<file path="config.mk">
export PLATFORM = sky130hd
export DESIGN_NAME = sd_rx
export DESIGN_NICKNAME = d
export VERILOG_FILES = /design/src/rtl/sd_rx.sv
export SDC_FILE = /design/constraint.sdc
export NUM_CORES = 1
export LEC_CHECK = 0
export ABC_AREA = 1
export BUFFER_PORTS_ARGS = -buffer_cell sky130_fd_sc_hd__clkbuf_2
export CAP_MARGIN = 20
export CORE_MARGIN = 2
export CORE_UTILIZATION = 45
export CTS_BUF_LIST = sky130_fd_sc_hd__clkbuf_8
export DETAILED_ROUTE_END_ITERATION = 10
export PLACE_DENSITY = 0.66
export SLEW_MARGIN = 10
export SYNTH_ARGS = -nofsm -noshare
export SYNTH_HDL_FRONTEND = slang
export SYNTH_SLANG_ARGS = --single-unit
</file>
<file path="constraint.sdc">
create_clock -name sysclk -period 5 [get_ports sysclk]
set_input_delay 0.75 -clock sysclk [delete_from_list [all_inputs] [get_ports sysclk]]
set_output_delay 0.75 -clock sysclk [all_outputs]
set_load 0.05 [all_outputs]
</file>
<file path="src/rtl/sd_rx.sv">
`timescale 1ns/1ps
// sd_rx: receive side of the 74HC595-style seven-segment link. Oversamples stcp/shcp/ds,
// shifts in each frame and decodes every latched frame back into its digit slot.
module sd_rx #(
  parameter int FRAME_BITS  = 14,
  parameter int DIGITS      = 6,
  parameter int TIMEOUT_CYC = 50_000_000
) (
  input  logic              sysclk,
  input  logic              rst_n,
  input  logic              stcp,
  input  logic              shcp,
  input  logic              ds,
  output logic [3:0]        num6,
  output logic [3:0]        num5,
  output logic [3:0]        num4,
  output logic [3:0]        num3,
  output logic [3:0]        num2,
  output logic [3:0]        num1,
  output logic [DIGITS-1:0] dp,
  output logic [DIGITS-1:0] digit_vld,
  output logic              frame_vld,
  output logic              frame_err
);

  localparam int CNT_W = $clog2(FRAME_BITS + 2);
  localparam int TO_W  = $clog2(TIMEOUT_CYC + 1);
  localparam logic [CNT_W-1:0] CNT_FRAME = CNT_W'(FRAME_BITS);
  localparam logic [CNT_W-1:0] CNT_SAT   = '1;
  localparam logic [TO_W-1:0]  TO_LAST   = TO_W'(TIMEOUT_CYC - 1);

  logic [2:0]            r_stcp_q;
  logic [2:0]            r_shcp_q;
  logic [2:0]            r_ds_q;
  logic [FRAME_BITS-1:0] r_sreg;
  logic [CNT_W-1:0]      r_bit_cnt;
  logic [TO_W-1:0]       r_to_cnt;
  logic [3:0]            r_num [DIGITS];
  logic [DIGITS-1:0]     r_dp;
  logic [DIGITS-1:0]     r_vld;
  logic                  r_frame_vld;
  logic                  r_frame_err;

  logic                  w_sh_rise;
  logic                  w_st_rise;
  logic                  w_ds;
  logic [7:0]            w_seg;
  logic [DIGITS-1:0]     w_sel;
  logic [3:0]            w_dec_val;
  logic                  w_dec_ok;
  logic                  w_sel_1hot;
  logic                  w_good;
  logic                  w_bad;

  // Two synchronizer flops plus one delayed copy per line, identical for all three
  always_ff @(posedge sysclk or negedge rst_n) begin
    if (!rst_n) begin
      r_stcp_q <= '0;
      r_shcp_q <= '0;
      r_ds_q   <= '0;
    end else begin
      r_stcp_q <= {r_stcp_q[1:0], stcp};
      r_shcp_q <= {r_shcp_q[1:0], shcp};
      r_ds_q   <= {r_ds_q[1:0], ds};
    end
  end

  assign w_sh_rise = r_shcp_q[1] & ~r_shcp_q[2];
  assign w_st_rise = r_stcp_q[1] & ~r_stcp_q[2];
  // data bit taken from the stage matching shcp's delayed copy (the pre-rise sample)
  assign w_ds      = r_ds_q[2];

  assign w_seg      = r_sreg[FRAME_BITS-1 -: 8];
  assign w_sel      = r_sreg[DIGITS-1:0];
  assign w_sel_1hot = (w_sel != '0) && ((w_sel & (w_sel - DIGITS'(1))) == '0);

  always_comb begin
    w_dec_ok  = 1'b1;
    w_dec_val = 4'hF;
    case (w_seg[6:0])
      7'h40:   w_dec_val = 4'd0;
      7'h79:   w_dec_val = 4'd1;
      7'h24:   w_dec_val = 4'd2;
      7'h30:   w_dec_val = 4'd3;
      7'h19:   w_dec_val = 4'd4;
      7'h12:   w_dec_val = 4'd5;
      7'h02:   w_dec_val = 4'd6;
      7'h78:   w_dec_val = 4'd7;
      7'h00:   w_dec_val = 4'd8;
      7'h10:   w_dec_val = 4'd9;
      7'h7F:   w_dec_val = 4'hF;
      default: w_dec_ok  = 1'b0;
    endcase
  end

  assign w_good = w_st_rise && (r_bit_cnt == CNT_FRAME) && w_sel_1hot && w_dec_ok;
  assign w_bad  = w_st_rise && !w_good;

  always_ff @(posedge sysclk or negedge rst_n) begin
    if (!rst_n) begin
      r_sreg      <= '0;
      r_bit_cnt   <= '0;
      r_frame_vld <= 1'b0;
      r_frame_err <= 1'b0;
    end else begin
      r_frame_vld <= w_good;
      r_frame_err <= w_bad;
      if (w_sh_rise) begin
        r_sreg <= {r_sreg[FRAME_BITS-2:0], w_ds};
      end
      // a shift landing with the strobe is the first bit of the next frame
      if (w_st_rise) begin
        r_bit_cnt <= w_sh_rise ? CNT_W'(1) : '0;
      end else if (w_sh_rise && (r_bit_cnt != CNT_SAT)) begin
        r_bit_cnt <= r_bit_cnt + CNT_W'(1);
      end
    end
  end

  always_ff @(posedge sysclk or negedge rst_n) begin
    if (!rst_n) begin
      for (int i = 0; i < DIGITS; i++) begin
        r_num[i] <= 4'hF;
      end
      r_dp     <= '0;
      r_vld    <= '0;
      r_to_cnt <= '0;
    end else if (w_good) begin
      r_to_cnt <= '0;
      for (int i = 0; i < DIGITS; i++) begin
        if (w_sel[i]) begin
          r_num[i] <= w_dec_val;
          r_dp[i]  <= ~w_seg[7];
          r_vld[i] <= 1'b1;
        end
      end
    end else if (r_to_cnt == TO_LAST) begin
      r_vld <= '0;
    end else begin
      r_to_cnt <= r_to_cnt + TO_W'(1);
    end
  end

  assign num1      = r_num[0];
  assign num2      = r_num[1];
  assign num3      = r_num[2];
  assign num4      = r_num[3];
  assign num5      = r_num[4];
  assign num6      = r_num[5];
  assign dp        = r_dp;
  assign digit_vld = r_vld;
  assign frame_vld = r_frame_vld;
  assign frame_err = r_frame_err;

endmodule
</file>
==> impl_metrics.json, run 1 <==
{
  "clk_path_buf_depth": 2,
  "layout-drive-gt1-share_pct": 19.3,
  "port_buffers": 42,
  "status": "completed",
  "dieHeight_um": 103,
  "start_util_pct": 46.9,
  "wl_per_cell_um": 12.5,
  "required_ns": 4.25,
  "io_pins": 43,
  "areaGrowthSynthToFinish_pct": 11.3,
  "ir_worst_vdd_uv": 152,
  "worstPathArrival_ns": 1.19,
  "syn_avg_cell_area_um2": 8.39,
  "rr_startpoint": "r_bit_cnt[0]$_DFFE_PN0P_",
  "cpMaxStageDelayCell": "dfstp_2",
  "cts_tree": "yes",
  "clock.fmax_ghz": 0.514,
  "layout.cell_area.non_filler_um2": 4870,
  "grt_pass1_wl_mm": 15.2,
  "drc": 0,
  "rsz0062_at_grt": "no",
  "drt_iter0_markers": 153,
  "synth_nets": 529,
  "grt_max_degree": 54,
  "async_flop_share_pct": 100,
  "placed_cell_area_um2": 4660,
  "fp.dieW_um": 103,
  "yosysMostFrequentCell": "nand2_1",
  "ant_nets": 0,
  "cts_resized": 0,
  "cts_buffers": 9,
  "clock_latency_ns": 0.37,
  "synth_cell_types": 30,
  "nets": 574,
  "syn_area_um2": 4370,
  "post-cts-setup-buffer-count": 0,
  "hold_viol_final": 0,
  "setup_viol": 0,
  "yosys-top-cells-count": "nand2_1, nor2_1, dfrtp_1",
  "final_util_pct": 52.2,
  "max_stage_delay_ns": 0.56,
  "viasPerCell": 4.89,
  "core_area_um2": 9330,
  "hp-class": "primary input to async pin",
  "powerDensity_nw_per_um2": 330,
  "yosys_register_bits": 91,
  "clock_skew_ns": 0.0164,
  "p_leak_nw": 2.31,
  "root_buffer": "clkbuf_8",
  "synth_largest_area_cell": "dfrtp_1",
  "first_pass_iters": 4,
  "wirelength_mm": 8.77,
  "worst_pin_slew_ns": 0.625,
  "grt_overflow": 0,
  "track_usage_pct": 18.5,
  "clk_pin_slew_ns": 0.11,
  "seq_area_frac_synth_pct": 52.8,
  "antenna_found_initial": 0,
  "fin_tns_setup_ns": 0,
  "cts-htree-levels": 3,
  "finalCritPeriodShare_pct": 38.9,
  "crit_chain": "clkbuf_2",
  "rows": 35,
  "cap_violations": 0,
  "clkSinkCount": 91,
  "critical_path.top_delay_family": "flip-flops",
  "place_hpwl_mm": 6.43,
  "synth_top_area_share_pct": 38.4,
  "whs_ns": 0.336,
  "die_area_um2": 10500,
  "worst_setup_path_start_kind": "flop",
  "crit_start": "num5[0]$_DFFE_PN1P_",
  "via_count": 3424,
  "yosysWarnings": 0,
  "place_congestion": 0.926,
  "period_needed_ns": 1.94,
  "path_buf_inv": 1,
  "slew_headroom_pct": 58.4,
  "worstSetupEndpointType": "output pin",
  "hold_buffers": 0,
  "grt_pass1_vias": 3303,
  "synth.top_cells.by_area": "dfrtp_1, dfstp_2, nand2_1",
  "drv_slew": 0,
  "n_antenna_cell": 0,
  "worstSetupPathType": "flop to output pin",
  "synth_edf_count": 0,
  "crit_fanout": 2,
  "syn_inst": 521,
  "synth-main-ff-cell": "dfrtp_1"
}
-- metrics by stage --
stage,worst slack [ns],power [mW],std cells
after global placement,3.18,1.12,684
after CTS,3.03,1.62,700
after detailed placement,3.12,1.13,684
after floorplan,3.41,1.04,521
final,3.06,1.60,700
after global routing,2.82,1.71,700
-- where the power goes --
group,total (mW),internal [mW],switching [mW],leakage (nW)
combinational,0.299,0.0808,0.219,1.07
clock,0.489,0.198,0.292,0.102
sequential,0.816,0.770,0.0456,1.14
total,1.60,1.05,0.556,2.31
-- cell type report --
| cell class | instances | area, um2 |
|---|---|---|
| clock inverters | 7 | 78.8 |
| multi-input cells | 366 | 1760 |
| fillers | 888 | 4460 |
| inverters | 54 | 205 |
| repair buffers | 44 | 228 |
| clock buffers | 9 | 124 |
| flip-flops and latches | 91 | 2310 |
| well taps | 129 | 161 |
-- placed cells by master, fill, tap and decap left out, types with 3 or more instances in the layout --
cell type,count
buf_4,3
clkbuf_2,41
clkbuf_8,9
dfrtp_1,67
dfstp_2,24
ha_1,3
inv_1,50
inv_2,3
nand2_1,134
nand3_1,29
nand3_2,5
nand4_1,11
nor2_1,74
nor2_2,10
nor3_1,12
o21ai_0,28
o21ai_1,26
xnor2_1,6
xor2_1,13
-- worst paths after layout --
| check | endpoint | slack (ns) | cells after the start |
|---|---|---|---|
| min reg2reg | r_ds_q[2]$_DFF_PN0_ | 0.35 | 0 |
| max in group asynchronous | dp[5]$_DFFE_PN0P_ | 3.65 | 2 |
| max reg2reg | dp[5]$_DFFE_PN0P_ | 3.10 | 11 |
| max | num5[0] | 3.06 | 1 |
| min in group sysclk | r_ds_q[2]$_DFF_PN0_ | 0.35 | 0 |
| min | r_to_cnt[12]$_DFFE_PN0P_ | 0.34 | 1 |
-- state kept, by name (all words and copies together) (netlist names), 4 cells and up --
| name | cells |
|---|---|
| r_to_cnt | 26 |
| num3 | 4 |
| digit_vld | 6 |
| num2 | 4 |
| num1 | 4 |
| r_bit_cnt | 4 |
| num5 | 4 |
| dp | 6 |
| r_sreg | 14 |
| num6 | 4 |
| num4 | 4 |
-- layer usage --
| metal | vias up | share of wire (%) | GRT usage, % |
|---|---|---|---|
| met3 | 14 | 4.1 | 3.59 |
| met5 | - | 0 | 0 |
| met4 | 0 | 1.8 | 6.97 |
| met2 | 65 | 45 | 28.6 |
| met1 | 1597 | 49 | 25.9 |
| li1 | 1748 | - | - |
-- cell families after synthesis --
kind of cell,share of synthesized area (%)
xor+xnor,3.81
compound gates,7.01
buf+inv,6.93
fa+ha+maj,0.859
flops,52.8
simple gates,28.6
(Power assumes the default switching activity.)
==> run 2: changes to the inputs <==
Settings changed: PLACE_DENSITY 0.66 to 0.69.
Clock period 5 ns to 1.7 ns, I/O delays scaled along.
==> impl_metrics.json, run 2 (synthesis results as in run 1) <==
{
  "crit_fanout": 11,
  "wl_per_cell_um": 12.9,
  "violations": "setup timing",
  "core_area_um2": 9330,
  "grt_pass1_vias": 3553,
  "cap_violations": 0,
  "worst_pin_slew_ns": 0.392,
  "worstSetupPathType": "flop to flop",
  "clkSinkCount": 91,
  "rr_startpoint": "r_sreg[3]$_DFFE_PN0P_",
  "clk_pin_slew_ns": 0.10,
  "grt_overflow": 0,
  "final_common_cell": "nand2_1",
  "track_usage_pct": 19.5,
  "r2r_end": "digit_vld[4]$_DFFE_PN0P_",
  "crit_start": "r_sreg[3]$_DFFE_PN0P_",
  "status": "finished with violations",
  "largest-register": "r_to_cnt",
  "p_seq_share_pct": 45.7,
  "period_needed_ns": 1.73,
  "wirelength_mm": 9.58,
  "cpMaxStageDelayCell": "dfrtp_1",
  "pwr-share-comb_pct": 26.1,
  "cp.depth": 12,
  "rsz0062_at_grt": "yes",
  "drv_slew": 0,
  "die_area_um2": 10500,
  "clk_path_buf_depth": 2,
  "p_sw_mw": 1.93,
  "whs_ns": 0.342,
  "place_hpwl_mm": 6.93,
  "crit_chain": "inv_2, nand2_1, nand2_1, nand2_1, nor2_2, inv_2, nor2_4, nand3_1, buf_6, nand2_1, nand2_1, inv_1",
  "max_stage_delay_ns": 0.45,
  "fin_tns_setup_ns": -0.0510,
  "cts_buffers": 9,
  "largest_register_ffs": 26,
  "port_buffers": 42,
  "place_congestion": 0.912,
  "place_ws_ns": -0.0759,
  "nets": 618,
  "drt_iter0_markers": 110,
  "final_util_pct": 58.4,
  "p_leak_nw": 2.56,
  "slew_headroom_pct": 73.9,
  "start_util_pct": 46.9,
  "reg2reg_slack_ns": -0.03,
  "clock_skew_ns": 0.0200,
  "ir_worst_vdd_uv": 634,
  "fin_ws_ns": -0.0276,
  "fin_total_pwr_mw": 5.25,
  "critical_path.top_delay_family": "simple AND/OR/NAND/NOR gates",
  "dieHeight_um": 103,
  "layout-drive-gt1-share_pct": 33.3,
  "internal_power_mw": 3.31,
  "required_ns": 2.01,
  "hold_viol_final": 0,
  "clock_latency_ns": 0.37,
  "antenna_found_initial": 0,
  "fp.dieW_um": 103,
  "p_sw_share_pct": 36.8,
  "p_clk_share_pct": 28.2,
  "cts-htree-levels": 3,
  "layout_common_cells": "nand2_1, nor2_1, dfrtp_1",
  "io_pins": 43,
  "path_buf_inv": 4,
  "worstSetupEndpointType": "flop",
  "first_pass_iters": 4,
  "worstPathArrival_ns": 2.03,
  "finalCritPeriodShare_pct": 102,
  "n_antenna_cell": 0,
  "root_buffer": "clkbuf_8",
  "drc": 0,
  "rows": 35,
  "crit_path_end": "digit_vld[4]$_DFFE_PN0P_",
  "top_regs": "r_to_cnt (26), r_sreg (14)",
  "grt_max_degree": 35,
  "grt_pass1_wl_mm": 16.3,
  "powerDensity_nw_per_um2": 963,
  "ant_nets": 0,
  "setup_viol": 3,
  "crit_path_frequent_cell": "nand2_1",
  "areaGrowthSynthToFinish_pct": 24.6,
  "clock.fmax_ghz": 0.579,
  "r2r_cells": 12,
  "hp-class": "primary input to async pin",
  "viasPerCell": 4.91,
  "cts_tree": "yes",
  "via_count": 3651,
  "worst_setup_path_start_kind": "flop"
}
-- run 2: final cells by class --
| type | instances | area (um2) |
|---|---|---|
| Clock inverter | 7 | 78.8 |
| Timing Repair Buffer | 86 | 592 |
| Inverter | 54 | 208 |
| Clock buffer | 9 | 124 |
| Multi-Input combinational cell | 368 | 1970 |
| Sequential cell | 91 | 2320 |
| Fill cell | 804 | 3880 |
| Tap cell | 129 | 161 |
-- run 2: power by group through the flow --
| stage | clock network, mW | registers (mW) | logic (mW) |
|---|---|---|---|
| 2_1_floorplan | 0 | 2.41 | 0.643 |
| 3_3_place_gp | 0 | 2.41 | 1.01 |
| 3_5_place_dp | 0 | 2.41 | 1.03 |
| 4_1_cts | 1.52 | 2.37 | 1.05 |
| 5_1_grt | 1.62 | 2.42 | 1.51 |
| 6_report | 1.48 | 2.40 | 1.37 |
-- run 2: layer usage --
| layer | GRT usage, % | part of all wire (%) | vias up |
|---|---|---|---|
| li1 | - | - | 1847 |
| met1 | 26.8 | 47 | 1741 |
| met2 | 31.7 | 49 | 55 |
| met3 | 2.92 | 2.4 | 8 |
| met4 | 6.97 | 1.1 | 0 |
| met5 | 0 | 0 | - |
-- run 2: per-stage QoR --
step	cell area, um2	instances
floorplan	4370	521
global placement	4890	713
detailed placement	4890	713
CTS	5140	733
global route	5450	744
finish	5450	744
-- run 2: worst min path at each step --
stage	start	to	slack [ns]	cells after the start
floorplan	rst_n	digit_vld[0]$_DFFE_PN0P_	-0.04	0
global placement	rst_n	r_to_cnt[10]$_DFFE_PN0P_	0.21	1
detailed placement	rst_n	r_to_cnt[10]$_DFFE_PN0P_	0.21	1
CTS	rst_n	r_to_cnt[10]$_DFFE_PN0P_	0.35	2
global route	rst_n	r_to_cnt[10]$_DFFE_PN0P_	0.37	2
finish	rst_n	r_to_cnt[10]$_DFFE_PN0P_	0.34	2
-- run 2: what timing repair did --
action	CTS	global route
endpoints found under the setup margin	19	64
hold buffers	4	0
endpoints found under the hold margin	18	0
pin swaps	1	13
gates cloned	0	3
resized for setup	3	79
buffers inserted	0	8
